### src/rtl/snn_tile_scheduler.sv
// Tile scheduler for SNN_Core: for each 16x16 tile it pulses the core start, streams the pixels
// from the external RAM, then collects the core results tagged with the tile index.
module snn_tile_scheduler #(
    parameter int IMAGE_WIDTH  = 16,
    parameter int ADDR_W       = 16,
    parameter int RES_PER_TILE = 1,
    parameter int TIMEOUT_CYC  = 64
) (
    input  logic              iClk,
    input  logic              iRst,
    input  logic              iCmdValid,
    output logic              oCmdReady,
    input  logic [ADDR_W-1:0] iBaseAddr,
    input  logic [7:0]        iNumTiles,
    input  logic              iAbort,
    output logic              oMemRdEn,
    output logic [ADDR_W-1:0] oMemAddr,
    input  logic [7:0]        iMemRdData,
    output logic              oCoreStart,
    output logic [7:0]        oCoreData,
    output logic              oCoreValid,
    input  logic [7:0]        iCoreResult,
    input  logic              iCoreValid,
    output logic              oResValid,
    output logic [7:0]        oResData,
    output logic [7:0]        oResTile,
    output logic              oBusy,
    output logic              oDone,
    output logic              oErrTimeout
);

    localparam int PIXEL_COUNT = IMAGE_WIDTH * IMAGE_WIDTH;
    localparam int PCNT_W      = $clog2(PIXEL_COUNT + 1);
    localparam int RCNT_W      = $clog2(RES_PER_TILE + 1);
    localparam int TMR_W       = $clog2(TIMEOUT_CYC + 1);

    localparam logic [2:0] S_IDLE   = 3'd0;
    localparam logic [2:0] S_START  = 3'd1;
    localparam logic [2:0] S_STREAM = 3'd2;
    localparam logic [2:0] S_WAIT   = 3'd3;
    localparam logic [2:0] S_FINISH = 3'd4;

    logic [2:0]        state_q,   state_d;
    logic [ADDR_W-1:0] base_q,    base_d;
    logic [7:0]        ntiles_q,  ntiles_d;
    logic [7:0]        tile_q,    tile_d;
    logic [PCNT_W-1:0] pcnt_q,    pcnt_d;
    logic [RCNT_W-1:0] rcnt_q,    rcnt_d;
    logic [TMR_W-1:0]  tmr_q,     tmr_d;
    logic              err_q,     err_d;
    logic              vld_q,     vld_d;
    logic              resvld_q,  resvld_d;
    logic [7:0]        resdata_q, resdata_d;
    logic [7:0]        restile_q, restile_d;
    logic              res_done;
    logic              tmr_expired;

    assign res_done    = (rcnt_q == RCNT_W'(RES_PER_TILE));
    assign tmr_expired = (tmr_q == TMR_W'(TIMEOUT_CYC - 1));

    always_comb begin
        state_d   = state_q;
        base_d    = base_q;
        ntiles_d  = ntiles_q;
        tile_d    = tile_q;
        pcnt_d    = pcnt_q;
        rcnt_d    = rcnt_q;
        tmr_d     = tmr_q;
        err_d     = err_q;
        vld_d     = 1'b0;
        resvld_d  = 1'b0;
        resdata_d = resdata_q;
        restile_d = restile_q;

        // Results are tagged with the tile being processed when the core reports them
        if (state_q != S_IDLE && iCoreValid) begin
            resvld_d  = 1'b1;
            resdata_d = iCoreResult;
            restile_d = tile_q;
            if (!res_done) begin
                rcnt_d = rcnt_q + 1'b1;
            end
        end

        case (state_q)
            S_IDLE: begin
                if (iCmdValid) begin
                    base_d   = iBaseAddr;
                    ntiles_d = iNumTiles;
                    tile_d   = '0;
                    err_d    = 1'b0;
                    state_d  = (iNumTiles == 8'd0) ? S_FINISH : S_START;
                end
            end
            S_START: begin
                pcnt_d  = '0;
                rcnt_d  = '0;
                state_d = S_STREAM;
            end
            S_STREAM: begin
                vld_d  = 1'b1;
                pcnt_d = pcnt_q + 1'b1;
                if (pcnt_q == PCNT_W'(PIXEL_COUNT - 1)) begin
                    tmr_d   = '0;
                    state_d = S_WAIT;
                end
            end
            S_WAIT: begin
                tmr_d = tmr_q + 1'b1;
                if (res_done || tmr_expired) begin
                    if (!res_done) begin
                        err_d = 1'b1;
                    end
                    tile_d  = tile_q + 1'b1;
                    state_d = (tile_q + 1'b1 == ntiles_q) ? S_FINISH : S_START;
                end
            end
            S_FINISH: begin
                state_d = S_IDLE;
            end
            default: begin
                state_d = S_IDLE;
            end
        endcase

        // Abort drops the pixel still in flight from the RAM
        if (state_q != S_IDLE && iAbort) begin
            state_d = S_IDLE;
            vld_d   = 1'b0;
        end
    end

    always_ff @(posedge iClk) begin
        if (!iRst) begin
            state_q   <= S_IDLE;
            base_q    <= '0;
            ntiles_q  <= '0;
            tile_q    <= '0;
            pcnt_q    <= '0;
            rcnt_q    <= '0;
            tmr_q     <= '0;
            err_q     <= 1'b0;
            vld_q     <= 1'b0;
            resvld_q  <= 1'b0;
            resdata_q <= '0;
            restile_q <= '0;
        end else begin
            state_q   <= state_d;
            base_q    <= base_d;
            ntiles_q  <= ntiles_d;
            tile_q    <= tile_d;
            pcnt_q    <= pcnt_d;
            rcnt_q    <= rcnt_d;
            tmr_q     <= tmr_d;
            err_q     <= err_d;
            vld_q     <= vld_d;
            resvld_q  <= resvld_d;
            resdata_q <= resdata_d;
            restile_q <= restile_d;
        end
    end

    // The RAM registers its read data, so pixel data lines up with the registered rdEn
    assign oCmdReady   = (state_q == S_IDLE);
    assign oBusy       = (state_q != S_IDLE);
    assign oCoreStart  = (state_q == S_START) && !iAbort;
    assign oMemRdEn    = (state_q == S_STREAM) && !iAbort;
    assign oMemAddr    = oMemRdEn
                       ? base_q + ADDR_W'(tile_q) * ADDR_W'(PIXEL_COUNT) + ADDR_W'(pcnt_q)
                       : '0;
    assign oCoreValid  = vld_q && !iAbort;
    assign oCoreData   = oCoreValid ? iMemRdData : 8'h00;
    assign oDone       = (state_q == S_FINISH) && !iAbort;
    assign oResValid   = resvld_q;
    assign oResData    = resdata_q;
    assign oResTile    = restile_q;
    assign oErrTimeout = err_q;

endmodule

### config.mk
export PLATFORM = sky130hd
export DESIGN_NAME = snn_tile_scheduler
export DESIGN_NICKNAME = d
export VERILOG_FILES = /design/src/rtl/snn_tile_scheduler.sv
export SDC_FILE = /design/constraint.sdc
export NUM_CORES = 1
export LEC_CHECK = 0
export ABC_AREA = 1
export CAP_MARGIN = 10
export CORE_ASPECT_RATIO = 0.5
export CORE_UTILIZATION = 35
export CTS_CLUSTER_DIAMETER = 80
export DETAILED_ROUTE_END_ITERATION = 8
export GPL_ROUTABILITY_DRIVEN = 0
export PLACE_DENSITY_LB_ADDON = 0.05
export SLEW_MARGIN = 10
export SYNTH_ARGS = -nofsm -noshare
export SYNTH_HDL_FRONTEND = slang
export SYNTH_SLANG_ARGS = --single-unit
### constraint.sdc
create_clock -name iClk -period 3.7 [get_ports iClk]
set_input_delay 0.74 -clock iClk [delete_from_list [all_inputs] [get_ports iClk]]
set_output_delay 0.74 -clock iClk [all_outputs]
set_load 0.1 [all_outputs]
Word level (Yosys, flattened, before mapping)
Cells that the tools add are included.
{ "classes": {"reduce_logical": 21, "bitwise": 1, "addsub": 6, "muxes": 21, "n_eq_ne": 11} }
{ "op_table": {"columns": ["cell", "count"], "rows": [
  ["$mux W8", 3],
  ["$pmux W9 S2", 1],
  ["$add A16 B16 Y16", 1],
  ["$add A16 B9 Y16", 1],
  ["$mux W16", 1],
  ["$pmux W8 S2", 1],
  ["$mux W3", 5],
  ["$pmux W7 S2", 1],
  ["$pmux W3 S4", 1],
  ["$add A9 B1 Y9 const B", 1],
  ["$eq A9 B8 Y1 const B", 1],
  ["$add A8 B1 Y8 const B", 1],
  ["$eq A8 B8 Y1", 1],
  ["$logic_not A8 Y1", 1],
  ["$ne A2 B2 Y1 const B", 4],
  ["$add A7 B1 Y7 const B", 1],
  ["$eq A7 B6 Y1 const B", 1],
  ["$mux W7", 1],
  ["$eq A3 B2 Y1 const B", 2],
  ["$logic_and A1 B1 Y1", 6],
  ["$mux W1", 6],
  ["$reduce_and A3 Y1", 2],
  ["$reduce_bool A2 Y1", 3],
  ["$reduce_and A2 Y1", 2],
  ["other kinds (11)", 12]
]} }
{ "totals": {"register_bits": 71, "word_cells": 72} }

Depth between registers and ports, before layout
{ "logic_depth": {"ltp_word": 5, "depth_mapped": 14, "mapped_depth_nobuf": 14} }

Least setup slack after synthesis
Ideal clock, no wire load.
{ "synth_path": {"path_type": "input port to output port", "startpoint": "in iAbort", "endpoint": "out oDone", "t_required_ps": 2960, "arrival_time_ps": 3558, "n_path_buf": 0, "cell_stages": 1, "setup_slack_ps": -598, "cell_sequence": "nor4_1"} }
{ "synth_between": {"elab_chain_cells": 2} }
{ "synth_lines": {"columns": ["element", "line_no", "rtl"], "rows": [
  ["start: declaration", "15", "input logic iAbort,"],
  ["$logic_not A1 Y1", "173", "assign oDone = (state_q == S_FINISH) && !iAbort;"],
  ["$logic_and A1 B1 Y1", "173", null],
  ["end: declaration", "28", "output logic oDone,"]
]} }
Every way passes these cells.

Worst setup path after layout
{ "layout_path": {"startpoint": "reg tile_q[0]", "endpoint": "out oMemAddr[15]"} }
{ "layout_between": {"elab_chain_cells": 3} }
{ "layout_lines": {"columns": ["element", "line_no", "rtl"], "rows": [
  ["start: declaration", "46", "logic [7:0] tile_q, tile_d;"],
  ["start signal: assignment", "151", "tile_q <= tile_d;"],
  ["$add A16 B16 Y16", "169", "? base_q + ADDR_W'(tile_q) * ADDR_W'(PIXEL_COUNT) + ADDR_W'(pcnt_q)"],
  ["$add A16 B9 Y16", "169", null],
  ["$mux W16", "169", null],
  ["end: declaration", "17", "output logic [ADDR_W-1:0] oMemAddr,"]
]} }
Every way passes these cells.

==> flow_metrics.env <==
export IMPL_status="complete, no violations"
export IMPL_fin_crit_sh=0.944
export IMPL_drc_errors=0
export IMPL_cts_root_buf="clkbuf_16"
export IMPL_worst_setup_path_end_kind="output pin"
export IMPL_synth_area_per_cell_um2=7.09
export IMPL_leakage_nw=2.38
export IMPL_avgViaCountPerCell=4.80
export IMPL_final_core_util=0.513
export IMPL_drv_cap=0
export IMPL_hp_class="register to register"
export IMPL_cts_reportedPaths_clkPinSlew_ns=0.06
export IMPL_setup_viol=0
export IMPL_relSlewSlack=0.336
export IMPL_syn_num_nets=647
export IMPL_postSynthCellCount=568
export IMPL_vdd_ir_drop_max_mv=0.295
export IMPL_p_per_area_mw_per_mm2=666
export IMPL_power_mw=3.78
export IMPL_antenna_found_initial=0
export IMPL_path_class="register to output pin"
export IMPL_grt_pass1_wl_um=19000
export IMPL_crit_required_ns=2.96
export IMPL_period_needed_ns=3.49
export IMPL_rsz0062_at_grt="no"
export IMPL_drive_gt1_frac=0.147
export IMPL_antennaDiodeCount=0
export IMPL_hold_viol_final=0
export IMPL_area_growth_pct=41.1
export IMPL_clock_skew_ns=0.00511
export IMPL_grtUsageTotal=0.201
export IMPL_cts_buffers=9
export IMPL_clk_latency_ns=0.33
export IMPL_cts_tree="built"
export IMPL_dr_pass1_iters=4
export IMPL_die_area_mm2=0.0120
export IMPL_die_x_um=154
export IMPL_tns_ns=0
export IMPL_wirelength_um=11200
export IMPL_rows=27
export IMPL_worstMarginPinSlew_ns=0.992
export IMPL_ios=93
export IMPL_post_place_cells=796
export IMPL_clockBufferDepth=2
export IMPL_whs_path_depth=2
export IMPL_multiInputGateArea_mm2=0.00238
export IMPL_nets=742
export IMPL_maxSlewViolCount=0
export IMPL_syn_area_mm2=0.00403
export IMPL_start_util=0.363
export IMPL_final_seq_area_mm2=0.00143
export IMPL_drt_iter0_drc=206
export IMPL_ys_seq_elements=71
export IMPL_cts_sinks=71
export IMPL_hpwl_um=8300
export IMPL_die_h_um=77.9
export IMPL_fill_cells=1132
export IMPL_worstPathMaxFanout=5
export IMPL_wl_per_cell_um=13.8
export IMPL_worstPathArrival_ns=2.75
export IMPL_critPathLaunchType="register"
export IMPL_rr_worst_depth=9
export IMPL_grt_pass1_vias=3790
export IMPL_synth_cell_types=38
export IMPL_htree_levels=3
export IMPL_stdcell_count=813
export IMPL_ant_nets=0
export IMPL_grt_max_degree=51
export IMPL_yosys_warnings=0
export IMPL_core_mm2=0.0111
export IMPL_grt_overflow=0
export IMPL_max_freq_ghz=0.286
export IMPL_dr_total_vias=3903
export IMPL_portBuffers=92
export IMPL_ys_seq_area_frac=0.353
-- final timing paths --
check | from | to | slack, ns
worst max-delay path | tile_q[0]$_SDFFE_PN0P_ | oMemAddr[15] | 0.21
worst min-delay path | oErrTimeout$_SDFFE_PN0P_ | oErrTimeout$_SDFFE_PN0P_ | 0.47
worst max register to register | state_q[0]$_SDFFE_PP0P_ | tile_q[0]$_SDFFE_PN0P_ | 1.51
worst min register to register | oErrTimeout$_SDFFE_PN0P_ | oErrTimeout$_SDFFE_PN0P_ | 0.47
-- cell usage after synthesis, drive strengths merged --
cell type / count / share of area
inv: 61 / 0.057
a211oi: 4 / 0.0075
xor2: 3 / 0.0065
a21boi: 1 / 0.0019
or2: 1 / 0.0016
a21o: 3 / 0.0056
clkinv: 1 / 0.00093
xnor2: 3 / 0.0065
clkbuf: 7 / 0.0065
o21bai: 4 / 0.0084
buf: 10 / 0.012
o31ai: 1 / 0.0019
dfxtp: 71 / 0.35
o21ai: 65 / 0.083
o21a: 1 / 0.0019
nor2: 103 / 0.10
o22ai: 1 / 0.0016
a21oi: 60 / 0.077
and2: 1 / 0.0016
nor3b: 1 / 0.0031
nor3: 3 / 0.0037
nand3: 42 / 0.055
a221oi: 1 / 0.0022
ha: 32 / 0.099
nand2: 80 / 0.077
o211a: 2 / 0.0050
fa: 2 / 0.0099
nor4: 4 / 0.0062
-- metrics by stage --
stage	setup slack [ns]	hold WS [ns]	area [um^2]
after floorplan	-0.0164	0.445	4080
after global placement	0.259	0.457	5300
after detailed placement	0.192	0.456	5300
after CTS	0.0466	0.465	5670
after global routing	0.0283	0.483	5680
final	0.207	0.465	5680
-- power by group --
part | leakage [nW] | switching [mW] | total (mW) | internal, mW
clock network | 0.160 | 0.333 | 0.993 | 0.660
registers | 0.581 | 0.0953 | 1.03 | 0.931
logic | 1.64 | 1.30 | 1.76 | 0.459
-- worst max-delay path: stages, from the launching register on --
cell,delay (ns)
dfxtp_4,0.37
inv_2,0.08
fa_1,0.50
inv_1,0.07
ha_4,0.25
a21o_1,0.20
a21boi_2,0.14
nand3_2,0.14
a21oi_2,0.17
o21ai_1,0.08
a21oi_2,0.21
buf_12,0.21
-- registers in the layout, summed over array words and instances (netlist names) --
register and cells:
base_q 16, pcnt_q 9, ntiles_q 8, oResData 8, oResTile 8, tile_q 8, tmr_q 7, state_q 3
oErrTimeout 1, oResValid 1, rcnt_q 1, vld_q 1
-- routing by layer --
| metal | global-route usage | part of all wire | vias up |
|---|---|---|---|
| met5 | 0 | 0 | - |
| met4 | 0.0440 | 0.0047 | 0 |
| met3 | 0.0464 | 0.057 | 6 |
| met2 | 0.308 | 0.41 | 89 |
| met1 | 0.284 | 0.53 | 1734 |
| li1 | - | - | 2074 |
-- kinds of logic after synthesis --
logic type,share of synthesized area
compound gates,0.196
xor+xnor,0.0130
fa+ha+maj,0.109
buf+inv,0.0764
flops,0.353
simple gates,0.253
-- area by class of cell --
class / count / share of cell area
Sequential cell: 71 / 0.251
Clock buffer: 11 / 0.0410
Clock inverter: 5 / 0.0187
Timing Repair Buffer: 101 / 0.198
Multi-Input combinational cell: 418 / 0.419
Inverter: 62 / 0.0410
Tap cell: 145 / 0.0319
-- cell usage in the layout, fill, tap and decap left out, types with 8 or more instances in the layout --
cell type and instances:
buf_12 17, nor2_1 92, inv_1 54, nor2_2 8
dfxtp_1 70, nand3_1 39, clkdlybuf4s50_1 62, o21ai_0 57
buf_4 22, clkbuf_16 9, nand2_1 76, ha_1 31
a21oi_1 49, a21oi_2 9
-- timing repair --
item                       in CTS  in global routing
pin swaps                       2                  2
hold buffers                    0                  0
resized for setup               3                  8
setup buffers                   1                  0
setup endpoints to repair       2                  4
(Power assumes the default switching activity.)
==> edit 1 (same settings) <==
Make the reset (`iRst`) asynchronous in one clocked block.
--- a/src/rtl/snn_tile_scheduler.sv
+++ b/src/rtl/snn_tile_scheduler.sv
@@ -132,3 +132,3 @@
 
-    always_ff @(posedge iClk) begin
+    always_ff @(posedge iClk or negedge iRst) begin
         if (!iRst) begin
Check against the original RTL: differs if iRst is asserted again (counterexample within 4 cycles, from zero or initial values and one cycle with iRst low); with iRst held inactive, the same outputs for 10 cycles.
==> edit 1 against the unedited design <==
- sequential share of layout area increased by 5.0 points
- hold slack improved by 20 ps
- area after synthesis up 6.7%
- power rose by 14%
- final cell count fell by 1.6%
- wire length is 2.5% lower
- utilization is 1.6 points lower
- worst setup slack better by 30 ps
- largest power group unchanged
- largest cell class unchanged
- highest routed layer unchanged
- sequential cell count unchanged
- design area grew 3.8%
==> edit 1: results (changes against the unedited design) <==
r2r setup slk=1530 ps (was 1510 ps); worst path arrival time=2720 ps (was 2750 ps); hold path startpoint=oResData[1] (was oErrTimeout); type of the tightest min-delay check=register to register (unchanged); Worst R2R Start=pcnt_q[0] (was state_q[0]); H-tree levels=3 (unchanged); routing usage on met1=0.281 (was 0.284); Crit path max-delay family=adder cells (was compound AO/OA/AOI/OAI gates); met2 usage=0.270 (was 0.308); R2R cell count=11 (was 9); WHS Path Cells=2 (unchanged); drt first pass iters=5 (was 4); final WL=10,900 µm (was 11,200 µm); FFs w/ async S/R, synth=1.00 (was 0); Via density=4.69 (was 4.80); first-pass GRT wire length=18,400 µm (was 19,000 µm); drt initial violations=186 (was 206); CTS buffer count=9 (unchanged); status=finished clean (unchanged); largest net degree at the start of global routing=36 (was 51); RR Endpoint=tmr_q[3] (was tile_q[0]); clock latency on the worst-skew pair=330 ps (about the same); post-synthesis mux area share=0.0419 (was 0); leakage dissipation=2.85 nW (was 2.38 nW); Clock Skew=7.73 ps (was 5.11 ps); Synth Area in Compound Gates=0.114 (was 0.196); IO buf count=92 (unchanged); Max-slew headroom=0.339 (was 0.336); Synth Area in Adders=0.103 (was 0.109); CP max FO=6 (was 5); Seq/Total Area, Yosys=0.414 (was 0.353); VDD IR max=0.588 mV (was 0.295 mV); Distinct cells, synth=39 (was 38); GRT met3 Usage=0.0486 (was 0.0464); top_reg_cell synth=dfrtp_1 (was dfxtp_1); FILL cells=1,171 (was 1,132); Largest regs=base_q x16, pcnt_q x9 (unchanged); Post-synth top cells=113 x nand2_1, 71 x dfrtp_1, 70 x inv_1 (was 95 x nor2_1, 76 x nand2_1, 71 x dfxtp_1); HPWL Detailed=8440 µm (was 8300 µm); WHS Endpoint=oResData[1] (was oErrTimeout); Yosys Warn Count=0 (unchanged); top cells by area, synth=dfrtp_1 41%, nand2_1 9.9%, ha_1 9.3%, inv_1 6.1%, o21ai_0 4.7% (was dfxtp_1 35%, ha_1 9.9%, nor2_1 8.9%, o21ai_0 7.5%, a21oi_1 7.3%); layout cells sized above 1=0.173 (was 0.147); nets=709 (was 742); diode count=0 (unchanged); Clock Tree Buf Depth=2 (unchanged); XOR/XNOR Fraction of Synth Area=0.0122 (was 0.0130); antenna violations before repair=0 (unchanged); GR Util All Layers=0.190 (was 0.201); vias in the first global route=3,599 (was 3,790); syn nets=607 (was 647); dpl cell area=5590 µm² (was 5300 µm²)
==> edit 1: stage by stage <==
step           TNS (ps)  hold WS, ps  cells  utilization  setup slack [ps]
6_report              0          485    800        0.497               237
5_1_grt               0          514    800        0.497              9.37
4_1_cts               0          488    800        0.495              91.1
3_5_place_dp          0          465    783        0.471               338
3_3_place_gp          0          466    783        0.471               401
2_1_floorplan      -480          444    528            -              -406
==> edit 1: final cells by class <==
class                           count  area, µm²  share of cell area
Multi-Input combinational cell    374       2250               0.382
Sequential cell                    71       1780               0.301
Timing Repair Buffer               98       1100               0.186
Inverter                           76        288              0.0488
Clock buffer                       10        229              0.0388
Tap cell                          165        206              0.0350
Clock inverter                      6       47.5             0.00806
==> edit 1: report_power, final <==
| group | total [mW] | internal (mW) | switching [mW] |
|---|---|---|---|
| sequential | 1.18 | 1.02 | 0.163 |
| combinational | 2.33 | 0.730 | 1.60 |
| clock | 0.798 | 0.457 | 0.341 |
==> edit 1: worst max path at each step <==
| stage | from | to | cells after the start |
|---|---|---|---|
| 6_report | tile_q[0] | oMemAddr[13] | 13 |
| 5_1_grt | tile_q[0] | oMemAddr[13] | 13 |
| 4_1_cts | tile_q[0] | oMemAddr[13] | 13 |
| 3_5_place_dp | tile_q[0] | oMemAddr[15] | 12 |
| 3_3_place_gp | tile_q[0] | oMemAddr[13] | 13 |
| 2_1_floorplan | tile_q[0] | oMemAddr[11] | 10 |
==> edit 1: repair_timing <==
| action | in CTS | in global routing |
|---|---|---|
| buffers inserted | 1 | 0 |
| setup endpoints to repair | 2 | 4 |
| hold endpoints to repair | 0 | 0 |
| pin swaps | 0 | 0 |
| cloned | 0 | 0 |
| resized for setup | 1 | 7 |
==> edit 1: worst register-to-register path, delay by kind of cell, from the launching register on <==
kind,cells,cell delay (ps)
compound gates,2,680
fa+ha+maj,2,450
flops,1,430
simple gates,5,330
buf+inv,2,210
==> edit 1: cell families after synthesis <==
family	count (synthesis)
simple gates	230
xor+xnor	6
compound gates	88
mux	16
flops	71
buf+inv	83
fa+ha+maj	34
==> edit 1: per-layer routing <==
metal | wire length [µm] | vias to the layer above
met1 | 5760 | 1722
met3 | 635 | 10
li1 | - | 1935
met5 | 0 | -
met2 | 4410 | 85
met4 | 92 | 0
==> edit 2 (same flow settings) <==
Made on the original files. The parameter `ADDR_W` goes from 16 to 17.
--- a/src/rtl/snn_tile_scheduler.sv
+++ b/src/rtl/snn_tile_scheduler.sv
@@ -4,3 +4,3 @@
     parameter int IMAGE_WIDTH  = 16,
-    parameter int ADDR_W       = 16,
+    parameter int ADDR_W       = 17,
     parameter int RES_PER_TILE = 1,
Interface: changed (resized iBaseAddr and oMemAddr); port bits go from 93 to 95. No check against the original RTL was run, so the function may have changed too.
==> edit 2 against the unedited design <==
- area after synthesis increased by 4.8%
- design area increased by 3.5%
- sequential cell count increased by 1
- hold slack better by 8.7 ps
- power shrank 1.2%
- first-iteration DRC count is 1.5% higher
- worst setup slack worse by 25 ps
- wire length is 2.1% lower
- largest power group unchanged
==> edit 2: results (changes against the unedited design) <==
CTS buffer count=9 (unchanged); r2r setup slk=1560 ps (was 1510 ps); drt first pass iters=4 (unchanged); Post-synth top cells=104 x nor2_1, 82 x nand2_1, 72 x dfxtp_1 (was 95 x nor2_1, 76 x nand2_1, 71 x dfxtp_1); clock latency on the worst-skew pair=330 ps (about the same); WHS Endpoint=ntiles_q[7] (was oErrTimeout); leakage dissipation=2.51 nW (was 2.38 nW); worst-margin pin slew=1020 ps (was 992 ps); Distinct cells, synth=44 (was 38); type of the tightest min-delay check=register to register (unchanged); RR Endpoint=tmr_q[3] (was tile_q[0]); Placed Cells=837 (was 796); Seq/Total Area, Yosys=0.342 (was 0.353); syn nets=678 (was 647); Clock Root Buffer=clkbuf_16 (unchanged); layout cells sized above 1=0.146 (was 0.147); final WL=10,900 µm (was 11,200 µm); R2R cell count=14 (was 9); Clock Tree Buf Depth=2 (unchanged); first-pass GRT wire length=17,800 µm (was 19,000 µm); antenna violations before repair=0 (unchanged); Largest regs=base_q x17, pcnt_q x9 (was base_q x16, pcnt_q x9); top cells by area, synth=dfxtp_1 34%, ha_1 10%, nor2_1 9.2%, nand2_1 7.3%, o21ai_0 6.6% (was dfxtp_1 35%, ha_1 9.9%, nor2_1 8.9%, o21ai_0 7.5%, a21oi_1 7.3%); status=finished clean (unchanged); nets=775 (was 742); Clock Skew=9.97 ps (was 5.11 ps); vias in the first global route=3,664 (was 3,790); largest net degree at the start of global routing=34 (was 51); H-tree levels=3 (unchanged); worst path arrival time=2780 ps (was 2750 ps); dpl cell area=5490 µm² (was 5300 µm²); Clk pin slew, worst setup/hold paths=60 ps (about the same); CP max FO=3 (was 5); GR Util All Layers=0.183 (was 0.201); WHS Path Cells=2 (unchanged); Yosys Warn Count=0 (unchanged); top_reg_cell synth=dfxtp_1 (unchanged); IO buf count=94 (was 92); FILL cells=1,156 (was 1,132); FFs w/ async S/R, synth=0 (unchanged); Cells after Synth=596 (was 568); routed wire length per instance=12.8 µm (was 13.8 µm); Setup WS pre-CTS=337 ps (was 192 ps); VDD IR max=0.410 mV (was 0.295 mV); drt initial violations=209 (was 206); diode count=0 (unchanged); hold path startpoint=ntiles_q[7] (was oErrTimeout); HPWL Detailed=8370 µm (was 8300 µm); Worst R2R Start=pcnt_q[1] (was state_q[0]); vias=4,105 (was 3,903)
[edit 2: cell count changes in the layout (fill, tap and decap cells not counted), sizes merged, moves of 3 or more]
cell	before	now
inv	61	76
nor3	3	6
nand3	42	37
a21oi	60	52
nor2	103	112
a211oi	4	1
nand2	80	88
a221oi	1	6
[edit 2: final cells by class]
class	instances	area (µm²)	area share
multi-input combinational	432	2480	0.422
sequential	72	1450	0.246
timing repair buffer	103	1160	0.197
inverter	75	287	0.0487
clock buffer	10	239	0.0406
tap	159	199	0.0338
clock inverter	6	67.6	0.0115
[edit 2: kinds of logic after synthesis]
family | count (synthesis) | synth area share
AND/OR/NAND/NOR | 252 | 0.266
AO/OA/AOI/OAI | 138 | 0.182
buffers and inverters | 92 | 0.0878
flip-flops | 72 | 0.342
adder cells (fa/ha/maj) | 36 | 0.110
XOR/XNOR | 6 | 0.0125
[edit 2: worst max path at each step]
stage	from	to	slack [ps]	cells after the start
finish	base_q[1]	oMemAddr[13]	180	17
global route	tile_q[0]	oMemAddr[16]	-2	14
CTS	pcnt_q[1]	oMemAddr[13]	20	17
floorplan	pcnt_q[1]	oMemAddr[9]	-300	10
global placement	tile_q[0]	oMemAddr[16]	380	13
detailed placement	tile_q[0]	oMemAddr[16]	340	13
[edit 2: what timing repair did]
item,CTS,global route
endpoints found under the setup margin,2,6
setup buffers,1,3
pin swaps,2,6
resized for setup,1,12
[edit 2: power breakdown]
part / total, mW / leakage, nW / switching, mW / internal [mW]
clock network: 0.877 / 0.145 / 0.335 / 0.542
registers: 1.05 / 0.591 / 0.103 / 0.947
logic: 1.81 / 1.77 / 1.33 / 0.480
total: 3.74 / 2.51 / 1.77 / 1.97
[edit 2: per-stage QoR]
step | power, mW | setup TNS (ps) | utilization | hold WS [ps]
2_1_floorplan | 2.41 | -303 | - | 445
3_3_place_gp | 2.86 | 0 | 0.484 | 461
3_5_place_dp | 2.87 | 0 | 0.484 | 469
4_1_cts | 3.76 | 0 | 0.512 | 477
5_1_grt | 3.97 | -2.32 | 0.518 | 495
6_report | 3.74 | 0 | 0.518 | 474
[edit 2: critical path: stages, from the launching register on]
cell and delay (ps):
dfxtp_2 330, ha_4 230, ha_2 190, fa_2 360, nand2_1 70, inv_1 40
o21ai_1 120, nand2_1 100, a21boi_2 200, inv_1 90, nand2_2 70, nand2_2 60
nand2_1 60, nand2_1 60, nand2_1 60, nand2_1 50, nor2_2 150, buf_12 190
[edit 2: per-layer routing]
metal / track usage / part of all wire / vias up / routed length, µm
met5: 0 / 0 / - / 0
met3: 0.0472 / 0.055 / 4 / 599
met4: 0.0447 / 0.0039 / 0 / 43
li1: - / - / 2175 / -
met2: 0.271 / 0.41 / 91 / 4480
met1: 0.263 / 0.53 / 1835 / 5820
